$ cat src/rtl/miriscv_uart_pkg.sv
// Shared types and helpers for the miriscv UART receiver: frame FSM states,
// parity modes, FIFO entry layout and the data-bits encoding.
package miriscv_uart_pkg;

    typedef enum logic [1:0] {
        PAR_NONE = 2'd0,
        PAR_EVEN = 2'd1,
        PAR_ODD  = 2'd2,
        PAR_RSVD = 2'd3
    } uart_parity_e;

    typedef enum logic [2:0] {
        ST_IDLE      = 3'd0,
        ST_START     = 3'd1,
        ST_DATA      = 3'd2,
        ST_PARITY    = 3'd3,
        ST_STOP1     = 3'd4,
        ST_STOP2     = 3'd5,
        ST_WAIT_IDLE = 3'd6
    } uart_rx_state_e;

    typedef struct packed {
        logic       ferr;
        logic       perr;
        logic [7:0] data;
    } uart_rx_entry_t;

    localparam logic [1:0] DATA_BITS_5 = 2'd0;
    localparam logic [1:0] DATA_BITS_6 = 2'd1;
    localparam logic [1:0] DATA_BITS_7 = 2'd2;
    localparam logic [1:0] DATA_BITS_8 = 2'd3;

    // Unused data bits are held at zero, so they never disturb the reduction.
    function automatic logic parity_expected(input logic [7:0] data, input uart_parity_e par);
        logic exp_bit;
        case (par)
            PAR_ODD:  exp_bit = ~^data;
            PAR_EVEN: exp_bit = ^data;
            default:  exp_bit = ^data;
        endcase
        return exp_bit;
    endfunction

    function automatic logic [2:0] last_bit_idx(input logic [1:0] data_bits);
        return {1'b0, data_bits} + 3'd4;
    endfunction

endpackage

$ cat src/rtl/miriscv_sync_fifo.sv
// Synchronous FIFO with first-word-fall-through output, flush, and
// extra-bit pointers for full/empty; a pop frees room for a same-cycle push.
module miriscv_sync_fifo #(
    parameter int unsigned WIDTH = 10,
    parameter int unsigned DEPTH = 8,
    localparam int unsigned AW   = $clog2(DEPTH)
) (
    input  logic             clk_i,
    input  logic             arstn_i,
    input  logic             flush_i,
    input  logic             push_i,
    input  logic [WIDTH-1:0] data_i,
    input  logic             pop_i,
    output logic [WIDTH-1:0] data_o,
    output logic             full_o,
    output logic             empty_o,
    output logic [AW:0]      level_o
);

    localparam logic [AW:0] PTR_INC = {{AW{1'b0}}, 1'b1};

    logic [WIDTH-1:0] mem_r [DEPTH];
    logic [AW:0]      wr_ptr_r;
    logic [AW:0]      rd_ptr_r;
    logic             empty_s;
    logic             full_s;
    logic             do_push_s;
    logic             do_pop_s;

    assign empty_s   = (wr_ptr_r == rd_ptr_r);
    assign full_s    = (wr_ptr_r[AW] != rd_ptr_r[AW]) && (wr_ptr_r[AW-1:0] == rd_ptr_r[AW-1:0]);
    assign do_pop_s  = pop_i & ~empty_s;
    assign do_push_s = push_i & (~full_s | do_pop_s);

    // Pointer update; flush wins over any push or pop in the same cycle.
    always_ff @(posedge clk_i or negedge arstn_i) begin
        if (!arstn_i) begin
            wr_ptr_r <= {(AW+1){1'b0}};
            rd_ptr_r <= {(AW+1){1'b0}};
        end else if (flush_i) begin
            wr_ptr_r <= {(AW+1){1'b0}};
            rd_ptr_r <= {(AW+1){1'b0}};
        end else begin
            if (do_push_s) begin
                wr_ptr_r <= wr_ptr_r + PTR_INC;
            end
            if (do_pop_s) begin
                rd_ptr_r <= rd_ptr_r + PTR_INC;
            end
        end
    end

    // Storage array write port.
    always_ff @(posedge clk_i) begin
        if (do_push_s && !flush_i) begin
            mem_r[wr_ptr_r[AW-1:0]] <= data_i;
        end
    end

    // Head entry, forced to zero while empty so stale words never show.
    always_comb begin
        if (empty_s) begin
            data_o = {WIDTH{1'b0}};
        end else begin
            data_o = mem_r[rd_ptr_r[AW-1:0]];
        end
    end

    assign full_o  = full_s;
    assign empty_o = empty_s;
    assign level_o = wr_ptr_r - rd_ptr_r;

endmodule

$ cat src/rtl/miriscv_uart_rx_fifo.sv
// Run-time configurable UART receiver (5-8 data bits, none/even/odd parity,
// 1 or 2 stop bits) feeding a receive FIFO read out as a valid/ready stream.
module miriscv_uart_rx_fifo
    import miriscv_uart_pkg::*;
#(
    parameter int unsigned OVERSAMPLE = 16,
    parameter int unsigned DIV_W      = 16,
    parameter int unsigned FIFO_DEPTH = 8
) (
    input  logic                          clk_i,
    input  logic                          arstn_i,
    input  logic                          uart_rx_i,
    input  logic [DIV_W-1:0]              cfg_div_i,
    input  logic [1:0]                    cfg_data_bits_i,
    input  logic [1:0]                    cfg_parity_i,
    input  logic                          cfg_stop2_i,
    output logic [7:0]                    m_data_o,
    output logic                          m_perr_o,
    output logic                          m_ferr_o,
    output logic                          m_valid_o,
    input  logic                          m_ready_i,
    output logic                          overrun_o,
    input  logic                          clr_i,
    output logic                          busy_o,
    output logic [$clog2(FIFO_DEPTH):0]   level_o
);

    localparam int unsigned OS_W = $clog2(OVERSAMPLE);
    localparam logic [OS_W-1:0] OS_MID  = OS_W'(OVERSAMPLE / 2 - 1);
    localparam logic [OS_W-1:0] OS_LAST = OS_W'(OVERSAMPLE - 1);

    logic [1:0]           sync_r;
    logic                 rx_s;
    logic                 rx_prev_r;
    logic                 fall_s;
    logic [DIV_W-1:0]     div_r;
    logic [DIV_W-1:0]     div_cnt_r;
    logic                 tick_s;
    logic [OS_W-1:0]      os_cnt_r;
    logic                 sample_s;
    logic                 bit_end_s;
    uart_rx_state_e       state_r;
    logic [1:0]           data_bits_r;
    uart_parity_e         parity_r;
    logic                 stop2_r;
    logic [2:0]           bit_idx_r;
    logic [7:0]           shift_r;
    logic                 perr_r;
    logic                 push_r;
    uart_rx_entry_t       push_entry_r;
    uart_rx_entry_t       fifo_out_s;
    logic                 fifo_full_s;
    logic                 fifo_empty_s;
    logic                 overrun_r;

    assign rx_s      = sync_r[1];
    assign fall_s    = rx_prev_r & ~rx_s;
    assign tick_s    = (state_r != ST_IDLE) && (div_cnt_r == {DIV_W{1'b0}});
    assign sample_s  = tick_s && (os_cnt_r == OS_MID);
    assign bit_end_s = tick_s && (os_cnt_r == OS_LAST);

    // Two-flop synchroniser plus one delayed copy for start-edge detection.
    always_ff @(posedge clk_i or negedge arstn_i) begin
        if (!arstn_i) begin
            sync_r    <= 2'b11;
            rx_prev_r <= 1'b1;
        end else begin
            sync_r    <= {sync_r[0], uart_rx_i};
            rx_prev_r <= sync_r[1];
        end
    end

    // Oversample tick divider; parked at zero in IDLE so the first tick of a frame is immediate.
    always_ff @(posedge clk_i or negedge arstn_i) begin
        if (!arstn_i) begin
            div_cnt_r <= {DIV_W{1'b0}};
        end else if (state_r == ST_IDLE) begin
            div_cnt_r <= {DIV_W{1'b0}};
        end else if (div_cnt_r == {DIV_W{1'b0}}) begin
            div_cnt_r <= div_r;
        end else begin
            div_cnt_r <= div_cnt_r - {{(DIV_W-1){1'b0}}, 1'b1};
        end
    end

    // Frame receiver FSM with latched configuration and registered push.
    always_ff @(posedge clk_i or negedge arstn_i) begin
        if (!arstn_i) begin
            state_r      <= ST_IDLE;
            os_cnt_r     <= {OS_W{1'b0}};
            div_r        <= {DIV_W{1'b0}};
            data_bits_r  <= DATA_BITS_5;
            parity_r     <= PAR_NONE;
            stop2_r      <= 1'b0;
            bit_idx_r    <= 3'd0;
            shift_r      <= 8'h00;
            perr_r       <= 1'b0;
            push_r       <= 1'b0;
            push_entry_r <= '{ferr: 1'b0, perr: 1'b0, data: 8'h00};
        end else begin
            push_r <= 1'b0;
            if (tick_s) begin
                os_cnt_r <= bit_end_s ? {OS_W{1'b0}} : os_cnt_r + {{(OS_W-1){1'b0}}, 1'b1};
            end
            case (state_r)
                ST_IDLE: begin
                    os_cnt_r <= {OS_W{1'b0}};
                    if (fall_s) begin
                        state_r     <= ST_START;
                        div_r       <= cfg_div_i;
                        data_bits_r <= cfg_data_bits_i;
                        parity_r    <= (uart_parity_e'(cfg_parity_i) == PAR_RSVD) ?
                                       PAR_NONE : uart_parity_e'(cfg_parity_i);
                        stop2_r     <= cfg_stop2_i;
                        bit_idx_r   <= 3'd0;
                        shift_r     <= 8'h00;
                        perr_r      <= 1'b0;
                    end
                end
                ST_START: begin
                    if (sample_s && rx_s) begin
                        state_r <= ST_IDLE;
                    end else if (bit_end_s) begin
                        state_r <= ST_DATA;
                    end
                end
                ST_DATA: begin
                    if (sample_s) begin
                        shift_r[bit_idx_r] <= rx_s;
                    end
                    if (bit_end_s) begin
                        if (bit_idx_r == last_bit_idx(data_bits_r)) begin
                            state_r <= (parity_r == PAR_NONE) ? ST_STOP1 : ST_PARITY;
                        end else begin
                            bit_idx_r <= bit_idx_r + 3'd1;
                        end
                    end
                end
                ST_PARITY: begin
                    if (sample_s) begin
                        perr_r <= (rx_s != parity_expected(shift_r, parity_r));
                    end
                    if (bit_end_s) begin
                        state_r <= ST_STOP1;
                    end
                end
                ST_STOP1: begin
                    // A good first stop bit with two configured keeps the tick phase running into STOP2.
                    if (sample_s) begin
                        if (stop2_r && rx_s) begin
                            state_r <= ST_STOP2;
                        end else begin
                            push_r       <= 1'b1;
                            push_entry_r <= '{ferr: ~rx_s, perr: perr_r, data: shift_r};
                            state_r      <= rx_s ? ST_IDLE : ST_WAIT_IDLE;
                        end
                    end
                end
                ST_STOP2: begin
                    if (sample_s) begin
                        push_r       <= 1'b1;
                        push_entry_r <= '{ferr: ~rx_s, perr: perr_r, data: shift_r};
                        state_r      <= rx_s ? ST_IDLE : ST_WAIT_IDLE;
                    end
                end
                ST_WAIT_IDLE: begin
                    if (rx_s) begin
                        state_r <= ST_IDLE;
                    end
                end
                default: begin
                    state_r <= ST_IDLE;
                end
            endcase
        end
    end

    // Sticky overrun: a push into a full FIFO with no pop to make room.
    always_ff @(posedge clk_i or negedge arstn_i) begin
        if (!arstn_i) begin
            overrun_r <= 1'b0;
        end else if (clr_i) begin
            overrun_r <= 1'b0;
        end else if (push_r && fifo_full_s && !m_ready_i) begin
            overrun_r <= 1'b1;
        end else begin
            overrun_r <= overrun_r;
        end
    end

    miriscv_sync_fifo #(
        .WIDTH ($bits(uart_rx_entry_t)),
        .DEPTH (FIFO_DEPTH)
    ) u_fifo (
        .clk_i   (clk_i),
        .arstn_i (arstn_i),
        .flush_i (clr_i),
        .push_i  (push_r),
        .data_i  (push_entry_r),
        .pop_i   (m_ready_i),
        .data_o  (fifo_out_s),
        .full_o  (fifo_full_s),
        .empty_o (fifo_empty_s),
        .level_o (level_o)
    );

    assign m_data_o  = fifo_out_s.data;
    assign m_perr_o  = fifo_out_s.perr;
    assign m_ferr_o  = fifo_out_s.ferr;
    assign m_valid_o = ~fifo_empty_s;
    assign overrun_o = overrun_r;
    assign busy_o    = (state_r != ST_IDLE);

endmodule
$ cat config.mk
export PLATFORM = sky130hd
export DESIGN_NAME = miriscv_uart_rx_fifo
export DESIGN_NICKNAME = d
export VERILOG_FILES = /design/src/rtl/miriscv_uart_pkg.sv /design/src/rtl/miriscv_sync_fifo.sv /design/src/rtl/miriscv_uart_rx_fifo.sv
export SDC_FILE = /design/constraint.sdc
export NUM_CORES = 1
export LEC_CHECK = 0
export ABC_AREA = 1
export BUFFER_PORTS_ARGS = -buffer_cell sky130_fd_sc_hd__buf_2
export CORE_MARGIN = 4
export CORE_UTILIZATION = 23
export DETAILED_ROUTE_END_ITERATION = 10
export PLACE_DENSITY_LB_ADDON = 0.15
export REMOVE_ABC_BUFFERS = 1
export SETUP_SLACK_MARGIN = 0.15
export SLEW_MARGIN = 10
export SYNTH_ARGS = -nofsm -noshare
export SYNTH_HDL_FRONTEND = slang
export SYNTH_SLANG_ARGS = --single-unit
$ cat constraint.sdc
create_clock -name clk_i -period 3.4 [get_ports clk_i]
set_clock_uncertainty 0.2 [all_clocks]
set_input_delay 0.51 -clock clk_i [delete_from_list [all_inputs] [get_ports clk_i]]
set_output_delay 0.51 -clock clk_i [all_outputs]
set_load 0.01 [all_outputs]
==> impl_metrics.csv <==
group,metric,value,unit
final_layout,nNetsFinal,843,
power_and_ir_drop,powerDensity,698,mW/mm2
global_routing,grt_antenna_before_repair,0,
sta,max_freq,337,MHz
power_and_ir_drop,power,6030,uW
placement,portBuffers,42,
worst_setup_path,criticalPathCategory,"flip-flop to output pin",
global_routing,grt_max_degree,46,
worst_setup_path,end_kind,"output pin",
power_and_ir_drop,irDropWorstVdd,0.334,mV
die,fp.coreArea,0.0309,mm2
clock_tree,h-tree-depth,4,
detailed_routing,routed_via_density,4.24,
clock_tree,numClockSinks,159,
yosys,yosysMostFrequentCell,"nand2_1",
detailed_routing,routed_wl,17.2,mm
yosys,synth_seq_cells,159,
clock_tree,cts_buffers,17,
worst_setup_path,cp_top_family,"flip-flops",
global_routing,grt_pass1_wl,28.9,mm
clock_tree,cts_setup_buffers,0,
final_layout,areaGrowthSynthToFinish,18.8,%
sta,tightest_slew,616,ps
clock_tree,clk_latency,420,ps
final_layout,fin_cells,1216,
global_routing,grt_overflow,0,
worst_setup_path,crit_arrival,2260,ps
die,die_area,0.0345,mm2
final_layout,antenna_cells,0,
clock_tree,cts_tree,"done",
detailed_routing,post-route-drc-count,0,
power_and_ir_drop,p_leak,0.00377,uW
hold_path,worstHoldPathType,"primary input to flip-flop",
clock_tree,cts_buffer_depth,2,
detailed_routing,wl_per_cell,14.1,um
detailed_routing,vias,5152,
yosys,yosysTopAreaCellShare,33.0,%
sta,hold_viol_final,0,
flow_run,maxCapViolCount,0,
worst_setup_path,slowest_stage,"dfrtp_1",
yosys,synth_edf_count,80,
clock_tree,root_buffer,"clkbuf_16",
detailed_routing,firstDrtPassIters,4,
worst_setup_path,cp_max_fo,12,
worst_setup_path,setup.worst_path.start_class,"flip-flop",
clock_tree,cts.clk_slew.worst_paths,70,ps
placement,place.gp.congestion,0.736,
sta,slew_headroom,58.9,%
global_routing,grt_pass1_vias,5185,
die,die_h,186,um
worst_setup_path,cp_slowest_stage_delay,510,ps
sta,setup_viol,0,
detailed_routing,final_antenna_net_count,0,
sta,fin_tns_setup,0,ps
worst_setup_path,required,2690,ps
sta,rsz0062_at_grt,"false",
sta,slew_violations,0,
placement,dp_hpwl,11.4,mm
worst_setup_path,path_cells,"ha_1 > nand3_1 > inv_1 > nand2_2 > o21ai_0 > a31oi_1 > buf_2",
yosys,synthTopCellsByCount,"nand2_1 (148), nor2_1 (110), edfxtp_1 (80)",
global_routing,grt_usage,10.6,%
yosys,yosysUniqueCellTypes,42,
die,num_io_pins,43,
sta,finalCriticalPeriod,2970,ps
yosys,ys_top_cells_by_area,"edfxtp_1 (33%), dfrtp_1 (26%), nand2_1 (7.6%)",
yosys,synth_area_leader_cell,"edfxtp_1",
yosys,synthesis.area,0.00727,mm2
die,initial_core_util,23.5,%
yosys,synth_ff_type,"edfxtp_1",
yosys,seq_area_frac_synth,60.3,%
final_layout,drive_above_1_share,15.2,%
sta,period_share,87.2,%
yosys,synth.avg_cell_area,9.63,um2
yosys,yosys_warnings,0,
yosys,async_flop_share,49.7,%
worst_setup_path,cp_num_buf_inv,2,
yosys,synth_cells,755,
die,die_w,186,um
status,status,"finished, final reports clean",
placement,place_inst,1182,
die,rows,64,
detailed_routing,drtIter0Drc,252,
[final timing paths]
check                              startpoint            endpoint  slack [ps]  cells past startpoint
setup reg to reg           u_fifo.rd_ptr_r[0]  u_fifo.mem_r[1][8]         960                      9
setup / recovery           u_fifo.rd_ptr_r[0]         m_data_o[2]         430                      7
max in group asynchronous             arstn_i           rx_prev_r        1760                      3
min in group asynchronous             arstn_i           div_r[10]         440                      2
hold / removal                cfg_parity_i[1]         parity_r[0]          70                      2
hold reg to reg                     sync_r[0]           sync_r[1]         150                      0
[cells by family (layout without fill, tap and decap cells)]
kind of cell    Yosys count  after routing  synth area share (%)
simple gates            323            323                  18.8
buf+inv                  96            161                  5.28
xor+xnor                 19             19                  2.29
fa+ha+maj                10             10                  1.82
compound gates          148            148                  11.6
flops                   159            159                  60.3
[sequential cells by signal (all words and copies together) (netlist names), 2 cells and up]
signal           cells
state_r              3
data_bits_r          2
shift_r              8
div_cnt_r           16
os_cnt_r             4
u_fifo.wr_ptr_r      4
u_fifo.rd_ptr_r      4
bit_idx_r            3
u_fifo.mem_r        80
push_entry_r        10
div_r               16
sync_r               2
parity_r             2
[metrics by stage]
step / utilization, % / cell area [um2] / setup slack [ps] / hold slack [ps]
CTS: 27.9 / 8640 / 225 / 52.8
floorplan: - / 7140 / 234 / 14.4
global route: 28.0 / 8640 / 215 / 67.3
finish: 28.0 / 8640 / 434 / 74.5
detailed placement: 25.8 / 7980 / 711 / 150
global placement: 25.8 / 7980 / 813 / 152
[layout make-up]
cell class	count	area (um2)
clock buffers	17	425
clock inverters	15	213
fillers	3331	22300
inverters	68	258
multi-input cells	500	2510
flip-flops and latches	159	4380
well taps	396	495
repair buffers	61	360
[layout by cell type (no fill, tap or decap), types with 11 or more instances in the layout]
cell type / count
clkbuf_16: 17
a21oi_1: 12
nand2_1: 147
nor2_1: 110
edfxtp_1: 80
nand3_1: 31
buf_4: 18
inv_1: 66
dfrtp_1: 76
o22ai_1: 11
o21ai_1: 17
o21ai_0: 77
xnor2_1: 12
buf_2: 41
[timing repair]
| item | in CTS | in global routing |
|---|---|---|
| endpoints found under the setup margin | 0 | 7 |
| gates resized for setup | 0 | 3 |
| hold buffers | 2 | 0 |
| hold endpoints to repair | 42 | 0 |
[worst register-to-register path: stages (launching register included)]
cell and delay, ps:
dfrtp_1 510, ha_1 370, nand3_1 110, nor2_1 80
nand2_1 90, nand2_1 80, nor2_1 190, inv_1 110
nor3_1 150, buf_4 250
[metal layers]
| layer | GRT usage (%) | part of all wire (%) | wire (um) |
|---|---|---|---|
| met4 | 2.86 | 1.0 | 175 |
| met5 | 0 | 0 | 0 |
| met3 | 2.40 | 3.0 | 515 |
| met1 | 15.2 | 52 | 8940 |
| met2 | 16.2 | 44 | 7550 |
[report_power, final]
part           switching, uW  internal [uW]  total [uW]
sequential               237           2290        2520
combinational            944            505        1450
clock                    920           1140        2060
(Power assumes the default switching activity.)
